**src/rtl/tdc_pkg.sv**
```systemverilog
// Shared constants, helper function and timestamp layout for the TDC thermometer encoder.
// Latency: n/a (package only).
// Backpressure: n/a (package only).
package tdc_pkg;

  localparam int NFF_DEF      = 208;  // delay-line taps
  localparam int COARSE_W_DEF = 16;   // coarse counter width
  localparam int GRP_DEF      = 16;   // taps per first-level popcount group

  // Ceiling log2; clog2(v) bits hold values 0..v-1.
  function automatic int clog2(input int v);
    int r;
    r = 0;
    for (int i = 0; i < 31; i++) begin
      if ((1 << i) < v) r = i + 1;
    end
    return r;
  endfunction

  localparam int FINE_W_DEF = clog2(NFF_DEF + 1);
  localparam int TS_W_DEF   = COARSE_W_DEF + FINE_W_DEF + 1;

  // One timestamp word as handed to readout logic (default geometry).
  typedef struct packed {
    logic [COARSE_W_DEF-1:0] coarse;
    logic [FINE_W_DEF-1:0]   fine;
    logic                    sat;
  } ts_t;

endpackage

```
**src/rtl/thermo_popcount.sv**
```systemverilog
// Combinational population count of a W-bit tap group.
// Latency: 0 cycles (pure combinational).
// Backpressure: none.
// Ports: bits_in [W-1:0] tap group; cnt [clog2(W+1)-1:0] number of ones in bits_in.
module thermo_popcount
  import tdc_pkg::*;
#(
  parameter int W = GRP_DEF,
  localparam int CW = clog2(W + 1)
) (
  input  logic [W-1:0]  bits_in,
  output logic [CW-1:0] cnt
);

  always_comb begin
    cnt = '0;
    for (int i = 0; i < W; i++) begin
      cnt = cnt + CW'(bits_in[i]);
    end
  end

endmodule

```
**src/rtl/tdc_thermo_encoder.sv**
```systemverilog
// Turns a registered delay-line snapshot into a (coarse, fine, sat) timestamp per hit.
// Latency: 3 cycles from the hit cycle to the one-cycle ts_valid strobe.
// Backpressure: none; a hit is accepted on any cycle and always emerges on schedule.
// Ports: clk, rst_n (sync, active-low); therm_in [NFF-1:0] tap snapshot, bit 0 nearest
//   the hit input; en gates new hits only; ts_valid strobe with ts_coarse (hit-cycle
//   coarse count), ts_fine (ones in snapshot), ts_sat (ts_fine == NFF).
module tdc_thermo_encoder
  import tdc_pkg::*;
#(
  parameter int NFF      = NFF_DEF,
  parameter int COARSE_W = COARSE_W_DEF,
  parameter int GRP      = GRP_DEF,
  localparam int FINE_W  = clog2(NFF + 1)
) (
  input  logic                clk,
  input  logic                rst_n,
  input  logic [NFF-1:0]      therm_in,
  input  logic                en,
  output logic                ts_valid,
  output logic [COARSE_W-1:0] ts_coarse,
  output logic [FINE_W-1:0]   ts_fine,
  output logic                ts_sat
);

  localparam int NG  = (NFF + GRP - 1) / GRP;
  localparam int GCW = clog2(GRP + 1);

  // Zero-pad the snapshot to a whole number of groups; padding adds nothing to the count.
  logic [NG*GRP-1:0] therm_pad;
  assign therm_pad = (NG*GRP)'(therm_in);

  logic [GCW-1:0] grp_cnt [NG];

  for (genvar g = 0; g < NG; g++) begin : g_pc
    thermo_popcount #(.W(GRP)) u_pc (
      .bits_in (therm_pad[g*GRP +: GRP]),
      .cnt     (grp_cnt[g])
    );
  end

  logic [COARSE_W-1:0] coarse_q, coarse_d;
  logic                tap0_q, tap0_d;
  logic                v1_q, v1_d;
  logic [COARSE_W-1:0] s1_coarse_q, s1_coarse_d;
  logic [GCW-1:0]      s1_cnt_q [NG];
  logic [GCW-1:0]      s1_cnt_d [NG];
  logic                v2_q, v2_d;
  logic [COARSE_W-1:0] s2_coarse_q, s2_coarse_d;
  logic [FINE_W-1:0]   s2_total_q, s2_total_d;
  logic                ts_valid_q, ts_valid_d;
  logic [COARSE_W-1:0] ts_coarse_q, ts_coarse_d;
  logic [FINE_W-1:0]   ts_fine_q, ts_fine_d;
  logic                ts_sat_q, ts_sat_d;
  logic                hit;

  // Rising edge on tap 0; tap0_q tracks the line even while en is low so that
  // re-enabling on an already-high line does not fabricate a hit.
  assign hit = en & therm_in[0] & ~tap0_q;

  always_comb begin
    coarse_d    = coarse_q + COARSE_W'(1);
    tap0_d      = therm_in[0];

    // S1: group counts and coarse stamp of the hit cycle
    v1_d        = hit;
    s1_coarse_d = coarse_q;
    for (int g = 0; g < NG; g++) begin
      s1_cnt_d[g] = grp_cnt[g];
    end

    // S2: fold the group counts; total never exceeds NFF so FINE_W cannot overflow
    v2_d        = v1_q;
    s2_coarse_d = s1_coarse_q;
    s2_total_d  = '0;
    for (int g = 0; g < NG; g++) begin
      s2_total_d = s2_total_d + FINE_W'(s1_cnt_q[g]);
    end

    // S3: output registers keep the last timestamp between strobes
    ts_valid_d  = v2_q;
    ts_coarse_d = ts_coarse_q;
    ts_fine_d   = ts_fine_q;
    ts_sat_d    = ts_sat_q;
    if (v2_q) begin
      ts_coarse_d = s2_coarse_q;
      ts_fine_d   = s2_total_q;
      ts_sat_d    = (s2_total_q == FINE_W'(NFF));
    end
  end

  always_ff @(posedge clk) begin
    if (!rst_n) begin
      coarse_q    <= '0;
      tap0_q      <= 1'b1;
      v1_q        <= 1'b0;
      s1_coarse_q <= '0;
      for (int g = 0; g < NG; g++) begin
        s1_cnt_q[g] <= '0;
      end
      v2_q        <= 1'b0;
      s2_coarse_q <= '0;
      s2_total_q  <= '0;
      ts_valid_q  <= 1'b0;
      ts_coarse_q <= '0;
      ts_fine_q   <= '0;
      ts_sat_q    <= 1'b0;
    end else begin
      coarse_q    <= coarse_d;
      tap0_q      <= tap0_d;
      v1_q        <= v1_d;
      s1_coarse_q <= s1_coarse_d;
      for (int g = 0; g < NG; g++) begin
        s1_cnt_q[g] <= s1_cnt_d[g];
      end
      v2_q        <= v2_d;
      s2_coarse_q <= s2_coarse_d;
      s2_total_q  <= s2_total_d;
      ts_valid_q  <= ts_valid_d;
      ts_coarse_q <= ts_coarse_d;
      ts_fine_q   <= ts_fine_d;
      ts_sat_q    <= ts_sat_d;
    end
  end

  assign ts_valid  = ts_valid_q;
  assign ts_coarse = ts_coarse_q;
  assign ts_fine   = ts_fine_q;
  assign ts_sat    = ts_sat_q;

endmodule
```
**config.mk**
```make
export PLATFORM = sky130hd
export DESIGN_NAME = tdc_thermo_encoder
export DESIGN_NICKNAME = d
export VERILOG_FILES = /design/src/rtl/tdc_pkg.sv /design/src/rtl/thermo_popcount.sv /design/src/rtl/tdc_thermo_encoder.sv
export SDC_FILE = /design/constraint.sdc
export NUM_CORES = 1
export LEC_CHECK = 0
export BUFFER_PORTS_ARGS = -buffer_cell sky130_fd_sc_hd__buf_4
export CAP_MARGIN = 20
export CELL_PAD_IN_SITES_DETAIL_PLACEMENT = 0
export CELL_PAD_IN_SITES_GLOBAL_PLACEMENT = 2
export CORE_MARGIN = 5
export CORE_UTILIZATION = 35
export CTS_CLUSTER_DIAMETER = 200
export DETAILED_ROUTE_END_ITERATION = 6
export GPL_ROUTABILITY_DRIVEN = 0
export PLACE_DENSITY = 0.91
export SKIP_CTS_REPAIR_TIMING = 1
export SLEW_MARGIN = 20
export SYNTH_ARGS = -nofsm -noshare
export SYNTH_HDL_FRONTEND = slang
export SYNTH_SLANG_ARGS = --single-unit
```
**constraint.sdc**
```tcl
create_clock -name clk -period 4.8 [get_ports clk]
set_clock_uncertainty 0.15 [all_clocks]
set_input_delay 0.24 -clock clk [delete_from_list [all_inputs] [get_ports clk]]
set_output_delay 0.24 -clock clk [all_outputs]
set_load 0.1 [all_outputs]
```
==> flow_summary.yaml, run 1 <==
grt:
  grt_pass1_wl_mm: 35.2
  antenna_found_initial: 0
  overflow: 0
  grt_pass1_vias: 7882
  grt_use_total_pct: 11.9
  grt_max_degree: 86
final_layout:
  postLayoutCellArea_mm2: 0.0140
  area_delta_synth_final_pct: 25.1
  drive_above_1_share_pct: 20.0
  multi_input_area_mm2: 0.00671
  antenna_cells: 0
  nNetsFinal: 1823
  seq_area_mm2: 0.00300
  final.fill_count: 3069
route:
  first_pass_iters: 5
  drt_iter0_drc: 208
  drc_errors: 0
  drtAntennaViolNets: 0
  via_per_inst: 4.05
  wire_per_inst_um: 11.2
  wirelength_mm: 19.8
  vias: 7153
clocking:
  clkTransAtPathRegs_ns: 0.06
  insertion_delay_ns: 0.42
  cts.htree.levels: 4
  cts_buffers: 17
  cts_num_sinks: 150
  clk_path_buf_depth: 2
  root_buffer: "clkbuf_16"
  cts_tree: "built"
yosys:
  yosysWarnings: 0
  synth-compound-area-share_pct: 2.74
  yosysUniqueCellTypes: 33
  ys_async_sr_fraction_pct: 0
  ys_seq_elements: 150
  yosysSeqAreaShare_pct: 26.8
  synth-adder-area-share_pct: 41.4
  synth_top_area_share_pct: 32.6
  synth_top_family_by_area: "adder cells"
  synthMuxAreaShare_pct: 2.64
  syn-mean-instance-area_um2: 10.0
  synth_simple_gate_area_share_pct: 10.3
  yosysTopAreaCell: "fa_1"
  ys_top_cells_by_count: "367 x inv_1, 182 x fa_1, 150 x dfxtp_1"
  synth_edf_count: 0
  synth.net_count: 1586
  syn_inst: 1114
  synth-xor-area-share_pct: 2.90
  ys_top_cells_by_area: "fa_1 33%, dfxtp_1 27%, inv_1 12%"
  netlist_area_mm2: 0.0112
  synth_top_flop_cell: "dfxtp_1"
  synth_most_common_cell: "inv_1"
die:
  die_x_um: 189
  start_util_pct: 35.4
  ioPinCount: 237
  die_area_mm2: 0.0356
  core_area_mm2: 0.0316
  rows: 65
  die_h_um: 189
setup_path:
  required_ns: 4.95
  crit_type: "flip-flop to flip-flop"
  reg2regPathDepth: 14
  worstPathArrival_ns: 4.54
  path_max_fanout: 3
  crit_top_cell: "fa_1"
  crit_chain: "inv_1 -> fa_1 -> inv_1 -> fa_1 -> fa_1 -> fa_1 -> inv_1 -> fa_1 -> inv_1 -> ha_1 -> a211oi_1 -> nor4_1 -> nor2_1 -> nand3_1"
  reg2reg_slack_ns: 0.41
  r2r-start: "s1_cnt_q[1][3]$_SDFF_PN0_"
  slowest_stage: "fa_1"
  slowest_delay_ns: 0.57
  r2r_end: "s2_total_q[7]$_SDFF_PN0_"
  endpoint_kind: "flip-flop"
  start_kind: "flip-flop"
placement:
  port_buffers: 236
  dpl.hpwl_mm: 17.3
  dpl_cell_area_mm2: 0.0134
timing:
  finalSetupViolCount: 0
  hold_viol: 0
  finalMaxSlewViolations: 0
  tightest_slew_ns: 0.647
  setup_total_negative_slack_ns: 0
  post-route-period-util_pct: 91.5
  relSlewSlack_pct: 56.9
  fmax_ghz: 0.228
  timing.final.crit_period_ns: 4.39
  rsz0062_at_grt: "false"
pwr:
  ir_worst_vdd_v: 0.00170
  power_density_mw_per_mm2: 776
  p_leak_nw: 7.22
  total_power_mw: 10.9
min_path:
  whs_endpoint: "v1_q$_SDFF_PN0_"
  hold_depth: 2
  hold_class: "input pin to flip-flop"
  worstHoldStart: "en"
status:
  status: "finished, final reports clean"
job:
  drv_cap: 0
per-layer routing:
metal  GRT usage, %  wire length (um)  vias up  share of wire, %
li1               -                 -     3659                 -
met1           14.8              8520     3347                43
met2           20.5              9890      135                50
met3           3.50              1220       12               6.2
met4           2.63               144        0              0.73
met5              0                 0        -                 0
through the flow:
stage | utilization, % | setup slack, ns | hold slack (ns) | std cells
floorplan | - | 0.581 | 0.191 | 1114
global placement | 42.4 | 0.455 | 0.265 | 1733
detailed placement | 42.4 | 0.392 | 0.269 | 1733
CTS | 44.3 | 0.381 | -0.132 | 1765
global route | 44.3 | 0.148 | 0.00729 | 1766
finish | 44.3 | 0.406 | 0.00476 | 1766
state kept, by name, summed over array words and instances, names as in the netlist:
| signal | flops |
|---|---|
| s1_cnt_q | 65 |
| coarse_q | 16 |
| s1_coarse_q | 16 |
| s2_coarse_q | 16 |
| ts_coarse | 16 |
| s2_total_q | 8 |
| ts_fine | 8 |
| tap0_q | 1 |
| ts_sat | 1 |
| ts_valid | 1 |
| ts_valid_d | 1 |
| v1_q | 1 |
worst max-delay path: cells and delay by family (launching register included):
family / cells / cell delay (ns)
fa+ha+maj: 6 / 2.93
compound gates: 1 / 0.37
flops: 1 / 0.31
simple gates: 3 / 0.29
buf+inv: 4 / 0.21
how the worst max path moves through the flow:
stage | end | slack (ns) | startpoint
floorplan | s2_total_q[6]$_SDFF_PN0_ | 0.58 | s1_cnt_q[1][2]$_SDFF_PN0_
CTS | s2_total_q[7]$_SDFF_PN0_ | 0.38 | s1_cnt_q[1][3]$_SDFF_PN0_
finish | s2_total_q[7]$_SDFF_PN0_ | 0.41 | s1_cnt_q[1][3]$_SDFF_PN0_
global placement | s2_total_q[7]$_SDFF_PN0_ | 0.45 | s1_cnt_q[1][3]$_SDFF_PN0_
detailed placement | s2_total_q[7]$_SDFF_PN0_ | 0.39 | s1_cnt_q[1][3]$_SDFF_PN0_
global route | s2_total_q[7]$_SDFF_PN0_ | 0.15 | s1_cnt_q[1][3]$_SDFF_PN0_
placed cells by master (no fill, tap or decap), types with 2 or more instances in the layout:
master	Yosys	routed
inv_1	367	367
buf_4	0	238
fa_1	182	182
dfxtp_1	150	150
and2_1	100	100
ha_1	79	79
nor2b_1	31	31
a21oi_1	28	28
mux2i_1	25	25
nand2_1	22	22
xnor2_1	20	20
nor2_1	18	18
xor2_1	17	17
clkbuf_16	0	17
a21o_1	15	15
nand3_1	8	8
nor4_1	5	5
inv_8	0	5
mux2_1	4	4
inv_6	0	4
o21ai_0	3	3
nand2b_1	3	3
nand4_1	2	2
nor3_1	2	2
a21boi_1	2	2
a211oi_1	2	2
clkinv_8	0	2
clkinvlp_4	0	2
final cells by class:
| cell class | instances | area share (%) |
|---|---|---|
| Sequential cell | 150 | 21.5 |
| Clock buffer | 17 | 3.04 |
| Multi-Input combinational cell | 576 | 48.0 |
| Clock inverter | 15 | 1.27 |
| Inverter | 367 | 9.84 |
| Timing Repair Buffer | 239 | 12.8 |
| Tap cell | 402 | 3.59 |
cells by family (layout without fill, tap and decap cells):
logic type	after synthesis	count (layout)
compound gates	51	51
xor+xnor	37	37
mux	29	29
flops	150	150
buf+inv	388	638
simple gates	198	198
fa+ha+maj	261	261
where the power goes:
part	leakage, nW	switching, mW	internal [mW]
Sequential	1.23	0.0917	1.55
Clock	0.290	0.589	0.747
Combinational	5.70	4.18	3.70
Total	7.22	4.87	6.00
(Power assumes the default switching activity.)
==> run 2: changes to the inputs <==
--- a/config.mk
+++ b/config.mk
@@ -14,9 +14,10 @@
 export CTS_CLUSTER_DIAMETER = 200
 export DETAILED_ROUTE_END_ITERATION = 6
 export GPL_ROUTABILITY_DRIVEN = 0
-export PLACE_DENSITY = 0.91
+export PLACE_DENSITY = 0.9
 export SKIP_CTS_REPAIR_TIMING = 1
 export SLEW_MARGIN = 20
 export SYNTH_ARGS = -nofsm -noshare
 export SYNTH_HDL_FRONTEND = slang
+export SYNTH_HIERARCHICAL = 1
 export SYNTH_SLANG_ARGS = --single-unit
==> flow_summary.yaml, run 2 <==
yosys:
  synth_most_common_cell: "inv_1"
  synth.net_count: 1577
  yosysUniqueCellTypes: 42
  yosysTopAreaCell: "fa_1"
  ys_top_cells_by_area: "fa_1 32%, dfxtp_1 27%, inv_1 12%"
  synth_top_area_share_pct: 32.5
  yosysWarnings: 6
  ys_top_cells_by_count: "361 x inv_1, 182 x fa_1, 150 x dfxtp_1"
  ys_seq_elements: 150
  synth_top_flop_cell: "dfxtp_1"
  ys_async_sr_fraction_pct: 0
  yosysSeqAreaShare_pct: 26.8
  syn_inst: 1105
  syn-mean-instance-area_um2: 10.2
  synth_edf_count: 0
  netlist_area_mm2: 0.0112
placement:
  dpl.hpwl_mm: 17.3
  dpl_cell_area_mm2: 0.0134
  port_buffers: 236
final_layout:
  nNetsFinal: 1818
  final_cell_mix: "361 x inv_1, 237 x buf_4, 182 x fa_1, 150 x dfxtp_1, 101 x and2_1"
  area_delta_synth_final_pct: 25.1
  drive_above_1_share_pct: 21.5
  layout_commonest_cell: "inv_1"
  postLayoutCellArea_mm2: 0.0140
  largest_reg_flops: 65
  antenna_cells: 0
  top_register: "s1_cnt_q"
pwr:
  p_clk_share_pct: 11.8
  share_comb_of_total_power_pct: 72.9
  total_power_mw: 10.8
  power_density_mw_per_mm2: 770
  p_switching_mw: 4.75
  p_int_mw: 6.06
  ir_worst_vdd_v: 0.00122
  p_leak_nw: 7.17
  swShare_pct: 43.9
  p_seq_share_pct: 15.3
clocking:
  cts_num_sinks: 150
  cts.htree.levels: 4
  insertion_delay_ns: 0.42
  cts_buffers: 17
  cts_tree: "built"
  root_buffer: "clkbuf_16"
  clkTransAtPathRegs_ns: 0.06
  clk_path_buf_depth: 2
die:
  die_h_um: 189
  ioPinCount: 237
  start_util_pct: 35.5
  die_x_um: 189
  core_area_mm2: 0.0316
  die_area_mm2: 0.0357
  rows: 65
setup_path:
  slowest_delay_ns: 0.54
  start_kind: "flip-flop"
  crit_top_cell: "fa_1"
  crit_chain: "inv_1 -> fa_1 -> inv_1 -> fa_1 -> fa_1 -> fa_1 -> inv_1 -> fa_1 -> inv_1 -> ha_1 -> inv_1 -> fa_1 -> nor2b_1 -> o21ai_0 -> a21boi_1 -> nor3_1"
  required_ns: 4.92
  path_max_fanout: 2
  crit_type: "flip-flop to flip-flop"
  reg2regPathDepth: 16
  worstPathArrival_ns: 4.58
  endpoint_kind: "flip-flop"
  slowest_stage: "fa_1"
route:
  wire_per_inst_um: 11.3
  wirelength_mm: 19.8
  drt_iter0_drc: 112
  drc_errors: 0
  via_per_inst: 4.09
  drtAntennaViolNets: 0
  first_pass_iters: 4
  vias: 7205
timing:
  tightest_slew_ns: 0.801
  whs_ns: 0.00753
  finalSetupViolCount: 0
  finalMaxSlewViolations: 0
  setup_total_negative_slack_ns: 0
  relSlewSlack_pct: 46.5
  post-route-period-util_pct: 93.0
  fmax_ghz: 0.224
  hold_viol: 0
  timing.final.crit_period_ns: 4.47
  rsz0062_at_grt: "false"
min_path:
  hold_depth: 3
  hold_class: "input pin to flip-flop"
grt:
  grt_pass1_vias: 7897
  grt_pass1_wl_mm: 35.1
  overflow: 0
  grt_use_total_pct: 11.8
  grt_max_degree: 110
  antenna_found_initial: 1
job:
  drv_cap: 0
status:
  status: "finished, final reports clean"
-- run 2: power groups by stage --
| stage | logic [mW] | clock network [mW] | registers (mW) |
|---|---|---|---|
| 6_report | 7.88 | 1.28 | 1.65 |
| 5_1_grt | 9.36 | 1.37 | 1.68 |
| 4_1_cts | 8.19 | 1.31 | 1.66 |
| 3_5_place_dp | 8.10 | 0 | 1.68 |
| 3_3_place_gp | 8.01 | 0 | 1.68 |
| 2_1_floorplan | 6.44 | 0 | 1.66 |
-- run 2: logic make-up (layout without fill, tap and decap cells) --
group / Yosys count / in the layout / synth area share [%]
buffers and inverters: 381 / 635 / 12.8
adder cells (fa/ha/maj): 261 / 261 / 41.3
AND/OR/NAND/NOR: 198 / 198 / 10.4
flip-flops: 150 / 150 / 26.8
AO/OA/AOI/OAI: 52 / 52 / 3.47
XOR/XNOR: 38 / 38 / 2.97
multiplexers: 25 / 25 / 2.27
-- run 2: path summary, 6_finish.rpt --
| kind | endpoint | slack (ns) | start |
|---|---|---|---|
| worst max register to register | s2_total_q[6]$_SDFF_PN0_ | 0.33 | s1_cnt_q[1][2]$_SDFF_PN0_ |
| worst max-delay path | s2_total_q[6]$_SDFF_PN0_ | 0.33 | s1_cnt_q[1][2]$_SDFF_PN0_ |
| worst min register to register | v1_q$_SDFF_PN0_ | 0.23 | tap0_q$_SDFF_PN1_ |
| worst min-delay path | s1_cnt_q[1][0]$_SDFF_PN0_ | 0.008 | therm_in[133] |
-- run 2: worst max-delay path: cells and delay by family, from the launching register on --
family	cells	cell delay, ns
AND/OR/NAND/NOR	2	0.21
flip-flops	1	0.31
buffers and inverters	5	0.28
AO/OA/AOI/OAI	2	0.27
adder cells (fa/ha/maj)	7	3.09
-- run 2: area by class of cell --
type                    count  area, um^2
fillers                  3067       17600
multi-input cells         574        6780
flip-flops and latches    150        3000
repair buffers            241        1820
inverters                 362        1360
well taps                 402         503
clock buffers              19         443
clock inverters            13         134
-- run 2: layer usage --
layer	part of all wire, %	track usage, %	up-vias
li1	-	-	3646
met4	0.90	2.52	0
met1	43	14.7	3414
met2	51	20.9	130
met5	0	0	-
met3	5.1	2.93	15
-- run 2: through the flow --
stage          cells  setup WS [ns]  utilization [%]
2_1_floorplan   1105          0.521                -
3_3_place_gp    1725          0.337             42.4
3_5_place_dp    1725          0.283             42.4
4_1_cts         1757          0.247             44.3
5_1_grt         1761         0.0404             44.4
6_report        1761          0.335             44.4
==> run 3: changes to the inputs <==
--- a/config.mk
+++ b/config.mk
@@ -10,11 +10,12 @@
 export CELL_PAD_IN_SITES_DETAIL_PLACEMENT = 0
 export CELL_PAD_IN_SITES_GLOBAL_PLACEMENT = 2
 export CORE_MARGIN = 5
-export CORE_UTILIZATION = 35
+export CORE_UTILIZATION = 36
+export CTS_BUF_LIST = sky130_fd_sc_hd__clkbuf_2 sky130_fd_sc_hd__clkbuf_4 sky130_fd_sc_hd__clkbuf_8
 export CTS_CLUSTER_DIAMETER = 200
 export DETAILED_ROUTE_END_ITERATION = 6
 export GPL_ROUTABILITY_DRIVEN = 0
-export PLACE_DENSITY = 0.9
+export PLACE_DENSITY = 0.92
 export SKIP_CTS_REPAIR_TIMING = 1
 export SLEW_MARGIN = 20
 export SYNTH_ARGS = -nofsm -noshare
==> flow_summary.yaml, run 3 (synthesized netlist as in run 2, its figures left out) <==
die:
  die_x_um: 187
  start_util_pct: 36.6
  die_area_mm2: 0.0348
  core_area_mm2: 0.0307
  die_h_um: 187
  ioPinCount: 237
  rows: 64
final_layout:
  area_delta_synth_final_pct: 24.5
  top_register: "s1_cnt_q"
  layout_commonest_cell: "inv_1"
  final_cell_mix: "361 x inv_1, 237 x buf_4, 182 x fa_1, 150 x dfxtp_1, 101 x and2_1"
  antenna_cells: 0
  drive_above_1_share_pct: 21.3
  final.fill_count: 2939
  postLayoutCellArea_mm2: 0.0140
  largest_reg_flops: 65
  nNetsFinal: 1830
clocking:
  clkTransAtPathRegs_ns: 0.08
  root_buffer: "clkbuf_8"
  insertion_delay_ns: 0.45
  clk_path_buf_depth: 2
  cts_buffers: 17
  cts_num_sinks: 150
  cts_tree: "built"
  cts.htree.levels: 4
pwr:
  total_power_mw: 10.6
  power_density_mw_per_mm2: 760
  p_leak_nw: 7.13
  ir_worst_vdd_v: 0.00127
grt:
  gr-usage-met1_pct: 14.5
  grt_pass1_wl_mm: 34.7
  grt_use_total_pct: 11.8
  top_usage_layer: "met2"
  grt_pass1_vias: 7861
  grt_max_degree: 110
  grt.met3_usage_pct: 3.33
  overflow: 0
  met2_usage_pct: 20.8
  antenna_found_initial: 0
setup_path:
  r2r-start: "s1_cnt_q[1][2]$_SDFF_PN0_"
  crit_top_cell: "fa_1"
  required_ns: 4.95
  crit_type: "flip-flop to flip-flop"
  endpoint_kind: "flip-flop"
  slowest_delay_ns: 0.55
  reg2reg_slack_ns: 0.26
  reg2regPathDepth: 16
  cpLargestDelayFamily: "adder cells"
  crit_chain: "inv_1 -> fa_1 -> inv_1 -> fa_1 -> fa_1 -> fa_1 -> inv_1 -> fa_1 -> inv_1 -> ha_1 -> inv_1 -> fa_1 -> nor2b_1 -> o21ai_0 -> a21boi_0 -> nor3_1"
  worstPathArrival_ns: 4.69
  start_kind: "flip-flop"
  crit_buf_inv: 5
  slowest_stage: "fa_1"
  path_max_fanout: 2
  r2r_end: "s2_total_q[6]$_SDFF_PN0_"
timing:
  tightest_slew_ns: 0.818
  fmax_ghz: 0.220
  finalSetupViolCount: 0
  hold_viol: 0
  timing.final.crit_period_ns: 4.54
  post-route-period-util_pct: 94.6
  relSlewSlack_pct: 45.5
  finalMaxSlewViolations: 0
  rsz0062_at_grt: "false"
  setup_total_negative_slack_ns: 0
placement:
  dpl_cell_area_mm2: 0.0134
  port_buffers: 236
  dpl.hpwl_mm: 17.3
status:
  status: "finished, final reports clean"
route:
  wire_per_inst_um: 11.2
  first_pass_iters: 4
  via_per_inst: 4.11
  drtAntennaViolNets: 0
  drt_iter0_drc: 135
  vias: 7266
  wirelength_mm: 19.8
  drc_errors: 0
min_path:
  hold_class: "input pin to flip-flop"
  hold_depth: 2
  whs_endpoint: "tap0_q$_SDFF_PN1_"
  worstHoldStart: "rst_n"
job:
  drv_cap: 0
==> run 3: cell count changes in the layout (fill, tap and decap cells not counted), moves of 3 or more <==
cell	delta
clkbuf_8	+17
inv_6	-3
clkbuf_16	-17
dlygate4sd3_1	+12
==> run 3: per-stage QoR <==
stage	instances	worst slack, ns	utilization (%)	hold slack (ns)
finish	1766	0.261	45.6	0.162
global placement	1719	0.348	43.7	0.226
detailed placement	1719	0.252	43.7	0.232
floorplan	1105	0.521	-	0.191
CTS	1750	0.216	45.0	-0.154
global route	1766	0.0566	45.6	0.239
==> run 3: cell type report <==
type,instances,area [um^2],share of cell area (%)
Multi-Input combinational cell,574,6780,48.5
Sequential cell,150,3000,21.5
Timing Repair Buffer,253,1940,13.9
Inverter,362,1360,9.72
Tap cell,396,495,3.55
Clock buffer,19,255,1.83
Clock inverter,12,145,1.04
==> run 3: worst max path at each step <==
| stage | from | end | slack [ns] | cells past startpoint |
|---|---|---|---|---|
| after floorplan | s1_cnt_q[1][2]$_SDFF_PN0_ | s2_total_q[6]$_SDFF_PN0_ | 0.52 | 16 |
| after global placement | s1_cnt_q[1][2]$_SDFF_PN0_ | s2_total_q[6]$_SDFF_PN0_ | 0.35 | 16 |
| after detailed placement | s1_cnt_q[1][2]$_SDFF_PN0_ | s2_total_q[6]$_SDFF_PN0_ | 0.25 | 16 |
| after CTS | s1_cnt_q[1][2]$_SDFF_PN0_ | s2_total_q[6]$_SDFF_PN0_ | 0.22 | 16 |
| after global routing | s1_cnt_q[1][2]$_SDFF_PN0_ | s2_total_q[6]$_SDFF_PN0_ | 0.06 | 16 |
| final | s1_cnt_q[1][2]$_SDFF_PN0_ | s2_total_q[6]$_SDFF_PN0_ | 0.26 | 16 |
==> run 3: per-layer routing <==
layer / share of wire (%) / vias to the layer above
li1: - / 3657
met1: 43 / 3463
met2: 52 / 129
met3: 4.6 / 17
met4: 1.0 / 0
met5: 0 / -
==> run 3: power by group <==
part | switching (mW) | internal (mW) | leakage, nW | total [mW]
combinational | 4.19 | 3.82 | 5.72 | 8.01
clock | 0.477 | 0.487 | 0.191 | 0.964
sequential | 0.0999 | 1.55 | 1.23 | 1.65
